**src/rtl/operand_entry_fsm.sv**
```systemverilog
// Operand-capture stage for the subtract path: conditions the ENTER and CLEAR
// buttons, then latches two switch operands into registered a/b for the subtractor.
module operand_entry_fsm #(
  parameter int unsigned WIDTH     = 4,
  parameter int unsigned DB_CYCLES = 250000
) (
  input  logic             clk,
  input  logic             rst_n,
  input  logic [WIDTH-1:0] sw,
  input  logic             btn_enter,
  input  logic             btn_clear,
  output logic [WIDTH-1:0] a,
  output logic [WIDTH-1:0] b,
  output logic             op_valid,
  output logic [1:0]       state_led
);

  localparam int unsigned NBTN      = 2;
  localparam int unsigned BTN_ENTER = 0;
  localparam int unsigned BTN_CLEAR = 1;
  localparam int unsigned CNT_W     = (DB_CYCLES > 1) ? $clog2(DB_CYCLES) : 1;
  localparam logic [CNT_W-1:0] CNT_LAST = CNT_W'(DB_CYCLES - 1);

  typedef enum logic [1:0] {
    LOAD_A = 2'b00,
    LOAD_B = 2'b01,
    DONE   = 2'b10,
    UNUSED = 2'b11
  } state_e;

  logic [NBTN-1:0]            raw_c;
  logic [NBTN-1:0]            sync1_q, sync1_d;
  logic [NBTN-1:0]            sync2_q, sync2_d;
  logic [NBTN-1:0]            db_q, db_d;
  logic [NBTN-1:0]            db_dly_q, db_dly_d;
  logic [NBTN-1:0]            pulse_q, pulse_d;
  logic [NBTN-1:0][CNT_W-1:0] cnt_q, cnt_d;

  state_e           state_q, state_d;
  logic [WIDTH-1:0] a_q, a_d;
  logic [WIDTH-1:0] b_q, b_d;
  logic             op_valid_q, op_valid_d;

  logic             enter_c;
  logic             clear_c;

  assign raw_c = {btn_clear, btn_enter};

  // Button conditioning: synchronise, debounce, then one-clock pulse on each debounced rise.
  always_comb begin
    sync1_d  = raw_c;
    sync2_d  = sync1_q;
    db_d     = db_q;
    db_dly_d = db_q;
    pulse_d  = '0;
    cnt_d    = '0;
    for (int i = 0; i < NBTN; i++) begin
      if (sync2_q[i] != db_q[i]) begin
        if (cnt_q[i] == CNT_LAST) begin
          db_d[i] = sync2_q[i];
        end else begin
          cnt_d[i] = CNT_W'(cnt_q[i] + 1'b1);
        end
      end
      pulse_d[i] = db_q[i] & ~db_dly_q[i];
    end
  end

  always_ff @(posedge clk or negedge rst_n) begin
    if (!rst_n) begin
      sync1_q  <= '0;
      sync2_q  <= '0;
      db_q     <= '0;
      db_dly_q <= '0;
      pulse_q  <= '0;
      cnt_q    <= '0;
    end else begin
      sync1_q  <= sync1_d;
      sync2_q  <= sync2_d;
      db_q     <= db_d;
      db_dly_q <= db_dly_d;
      pulse_q  <= pulse_d;
      cnt_q    <= cnt_d;
    end
  end

  assign enter_c = pulse_q[BTN_ENTER];
  assign clear_c = pulse_q[BTN_CLEAR];

  // Entry sequencing; a simultaneous clear overrides any enter.
  always_comb begin
    state_d    = state_q;
    a_d        = a_q;
    b_d        = b_q;
    op_valid_d = op_valid_q;
    if (clear_c) begin
      state_d    = LOAD_A;
      a_d        = '0;
      b_d        = '0;
      op_valid_d = 1'b0;
    end else begin
      case (state_q)
        LOAD_A: begin
          if (enter_c) begin
            a_d     = sw;
            state_d = LOAD_B;
          end
        end
        LOAD_B: begin
          if (enter_c) begin
            b_d        = sw;
            op_valid_d = 1'b1;
            state_d    = DONE;
          end
        end
        DONE: begin
          if (enter_c) begin
            a_d        = sw;
            op_valid_d = 1'b0;
            state_d    = LOAD_B;
          end
        end
        default: state_d = LOAD_A;
      endcase
    end
  end

  always_ff @(posedge clk or negedge rst_n) begin
    if (!rst_n) begin
      state_q    <= LOAD_A;
      a_q        <= '0;
      b_q        <= '0;
      op_valid_q <= 1'b0;
    end else begin
      state_q    <= state_d;
      a_q        <= a_d;
      b_q        <= b_d;
      op_valid_q <= op_valid_d;
    end
  end

  assign a         = a_q;
  assign b         = b_q;
  assign op_valid  = op_valid_q;
  assign state_led = state_q;

endmodule

```
**config.mk**
```make
export PLATFORM = sky130hd
export DESIGN_NAME = operand_entry_fsm
export DESIGN_NICKNAME = d
export VERILOG_FILES = /design/src/rtl/operand_entry_fsm.sv
export SDC_FILE = /design/constraint.sdc
export NUM_CORES = 1
export LEC_CHECK = 0
export ABC_CLOCK_PERIOD_IN_PS = 3400
export BUFFER_PORTS_ARGS = -buffer_cell sky130_fd_sc_hd__buf_2
export CORE_MARGIN = 3
export CORE_UTILIZATION = 59
export CTS_CLUSTER_DIAMETER = 60
export DETAILED_ROUTE_END_ITERATION = 8
export GPL_ROUTABILITY_DRIVEN = 0
export PLACE_DENSITY = 0.81
export SETUP_SLACK_MARGIN = 0.15
export SLEW_MARGIN = 15
export SYNTH_ARGS = -nofsm -noshare
export SYNTH_HDL_FRONTEND = slang
export SYNTH_SLANG_ARGS = --single-unit
export TNS_END_PERCENT = 10
```
**constraint.sdc**
```tcl
create_clock -name clk -period 3.4 [get_ports clk]
set_input_delay 0.34 -clock clk [delete_from_list [all_inputs] [get_ports clk]]
set_output_delay 0.34 -clock clk [all_outputs]
set_load 0.01 [all_outputs]
```
==> parameters.txt <==
Parameter                              Value

Logic synthesis
  Post-Synth Adder-Cell Area    0.00968
  Proportion of synthesized area in mux cells    0.0242
  Xor/xnor cell area share of the yosys netlist    0.102
  Synthesized-area fraction occupied by and/or/nand/nor cells    0.239
  Number of warnings printed during yosys synthesis    0
  Post-Syn Area    2590 um^2
  Combinational family with the most area after synthesis    simple AND/OR/NAND/NOR gates
  Net Count, Synth    255
  Share of synthesized area occupied by flip-flops and latches    0.552
  Avg Cell Area, Syn    10.6 um^2
  Synthesized flop and latch total    57
  Post-synth cell types    33
  Syn Inst Count    245
  Compound-gate portion of the synthesized area    0.0527

STA
  Total count of hold-check failures in the final report    0
  Ratio of final minimum period to clock period    0.585
  Relative slew margins    0.374
  Setup TNS    0 ns
  Worst clock skew    0.00903 ns
  Pins Over Slew Limit    0
  Min setup slack post-route    1.41 ns
  Slew at the pin closest to its max-slew limit    0.935 ns
  RSZ-0062 raised after global routing    false
  Count of final setup violators    0
  Shortest period the worst path allows    1.99 ns
  Achievable clock frequency    502 MHz

Routing
  Number of remaining DRC errors    0
  WL/cell    14.2 um
  Number of routed nets with antenna violations    0
  Post-Route WL    4.62 mm
  DR vias    1805
  Via density    5.55
  Number of iterations in the first detailed-routing pass    4
  DRC violation total after the first TritonRoute iteration    130

Layout
  Fraction of final layout cells with drive strength greater than 1    0.149
  ANT cells    0
  Layout area overhead    13.3%
  Layout net count    280

Floorplanning
  Number of top-level pins    19
  Row cnt    23
  Horizontal die dimension    72.2 um
  Starting density of the core    0.628
  Area of the core region    4120 um^2
  Die H    72.2 um
  Total Die Area    5210 um^2

Placed design
  Count of buffers inserted at the top-level ports    18
  Placement Setup Slack    1.39 ns
  Detailed placement HPWL    3.21 mm

Clock tree
  Maximum clock path buffer count    2
  Clock tree from TritonCTS    yes
  Count of buffers added by post-CTS timing repair for setup    0
  Number of clock sinks seen by CTS    57
  H-Tree Level Count    3
  CTS clk-pin slew, worst paths    0.06 ns
  # resized after CTS    0
  Hold bufs inserted after CTS    0
  TritonCTS Buffers    9
  Library cell used as clock root buffer    clkbuf_8
  Insertion delay of the later-clocked pin in the worst-skew pair    0.33 ns

Power
  Leakage power figure    1.27 nW
  Maximum resistive drop on vdd    0.000307 V
  Total Power Consumption    0.00140 W
  Power per standard cell area    479 nW/um^2

Critical path
  Critical path peak fanout    18
  WP data arrival    2.16 ns
  Crit path from    cnt_q[10]
  Length in cells of the worst reg-to-reg path    4
  Startpoint of the worst-slack reg-to-reg timing path    cnt_q[10]
  Kind of launch point of the worst setup path    flip-flop
  End of the critical path    cnt_q[7]
  Destination of the worst register-to-register timing path    cnt_q[7]
  CP required    3.57 ns
  Setup slack of the most critical reg-to-reg path    1.41 ns
  Category of the worst setup path capture point    flip-flop
  Startpoint-to-endpoint class of the critical path    flip-flop to flip-flop

Global route
  Global-route wire length before repair    8.21 mm
  Number of global-route vias before repair    1850
  Remaining Overflow, GRT    0
  Global-route usage over all layers    0.207
  Antenna violations before repair    0
  Maximum number of pins on one net before global-route repair    31

Outcome
  Status    finished clean

Min path
  Worst Hold Class    primary input to async pin

Flow run
  Max-cap violations    0
final cells by class:
type / instances / area (um^2)
sequential: 57 / 1430
fill: 299 / 1190
multi-input combinational: 174 / 1100
clock buffer: 13 / 139
timing repair buffer: 19 / 97.6
clock inverter: 3 / 65.1
tap: 50 / 62.6
inverter: 9 / 33.8
worst max-delay path, stage by stage, from the launching register on:
cell,delay [ns]
dfrtp_1,0.43
nor4_1,0.28
nand4_1,0.20
o41ai_4,0.79
nor2_1,0.12
sequential cells by signal, summed over array words and instances, names as in the netlist:
name       count
a              4
b              4
cnt_q         36
db_dly_d       2
db_dly_q       2
op_valid       1
pulse_q        2
state_led      2
sync1_q        2
sync2_q        2
kinds of logic after synthesis:
family / count (synthesis)
compound gates: 18
xor+xnor: 30
fa+ha+maj: 2
buf+inv: 14
flops: 57
mux: 6
simple gates: 118
layout by cell type, fill, tap and decap left out, types with 4 or more instances in the layout:
cell type and n:
inv_1 9, nand2_1 12, xnor2_1 25, nor2b_1 4, xor2_1 5, clkbuf_8 9, nand4_1 8, nor3_1 5
mux2i_1 4, nor4_1 12, dfrtp_1 57, nor2_1 43, a21oi_1 11, buf_2 18, clkbuf_1 4, nand3_1 17
where the power goes:
| part | switching (W) | internal, W | total (W) | leakage [nW] |
|---|---|---|---|---|
| Combinational | 0.0000300 | 0.0000144 | 0.0000444 | 0.420 |
| Clock | 0.000249 | 0.000412 | 0.000662 | 0.102 |
| Sequential | 0.00000894 | 0.000689 | 0.000698 | 0.752 |
how the worst min path moves through the flow:
stage	from	to	slack, ns	cells after the start
after floorplan	rst_n	a[0]	0.04	0
after global placement	sync1_q[1]	sync2_q[1]	0.34	0
after detailed placement	sync1_q[1]	sync2_q[1]	0.34	0
after CTS	rst_n	state_led[0]	0.01	1
after global routing	rst_n	a[0]	0.05	1
final	rst_n	a[0]	0.007	1
synth_stat cells:
cell type	n	area, um^2
xnor2_1	25	219
xor2_1	5	43.8
nor2_1	43	161
or4_1	3	22.5
or2_1	1	6.26
nor3b_1	1	7.51
nor4_1	12	75.1
nor2b_1	4	25.0
inv_1	9	33.8
nand3_2	1	10.0
clkbuf_1	3	11.3
nand4_2	1	12.5
nand4_4	1	21.3
o31ai_1	3	22.5
o31ai_4	1	21.3
buf_2	2	10.0
nand4_1	8	50.1
or3b_2	2	17.5
ha_1	2	25.0
o21ai_0	2	10.0
nand2_1	12	45.0
mux2_1	2	22.5
mux2i_1	4	40.0
dfrtp_1	57	1430
nand2_2	1	6.26
o41ai_4	1	27.5
a21oi_1	11	55.1
nand3_1	17	85.1
or3_1	1	6.26
and3_1	1	6.26
or3_4	2	22.5
nor3_1	5	25.0
nand2b_1	2	12.5
layer usage:
layer	track usage	vias to the layer above	wire (um)	share of wire
met2	0.338	26	2280	0.49
met5	0	-	0	0
li1	-	894	-	-
met4	0.0939	0	53	0.011
met3	0.0609	6	176	0.038
met1	0.254	879	2110	0.46
stage by stage:
stage                     hold WS (ns)  area [um^2]   util  instances
after detailed placement         0.340         2730  0.662        309
after global placement           0.335         2730  0.662        309
after floorplan                 0.0444         2590      -        245
after CTS                       0.0144         2930  0.712        325
after global routing            0.0526         2930  0.712        325
final                          0.00674         2930  0.712        325
Note: power is estimated with default switching activity, not from simulation.
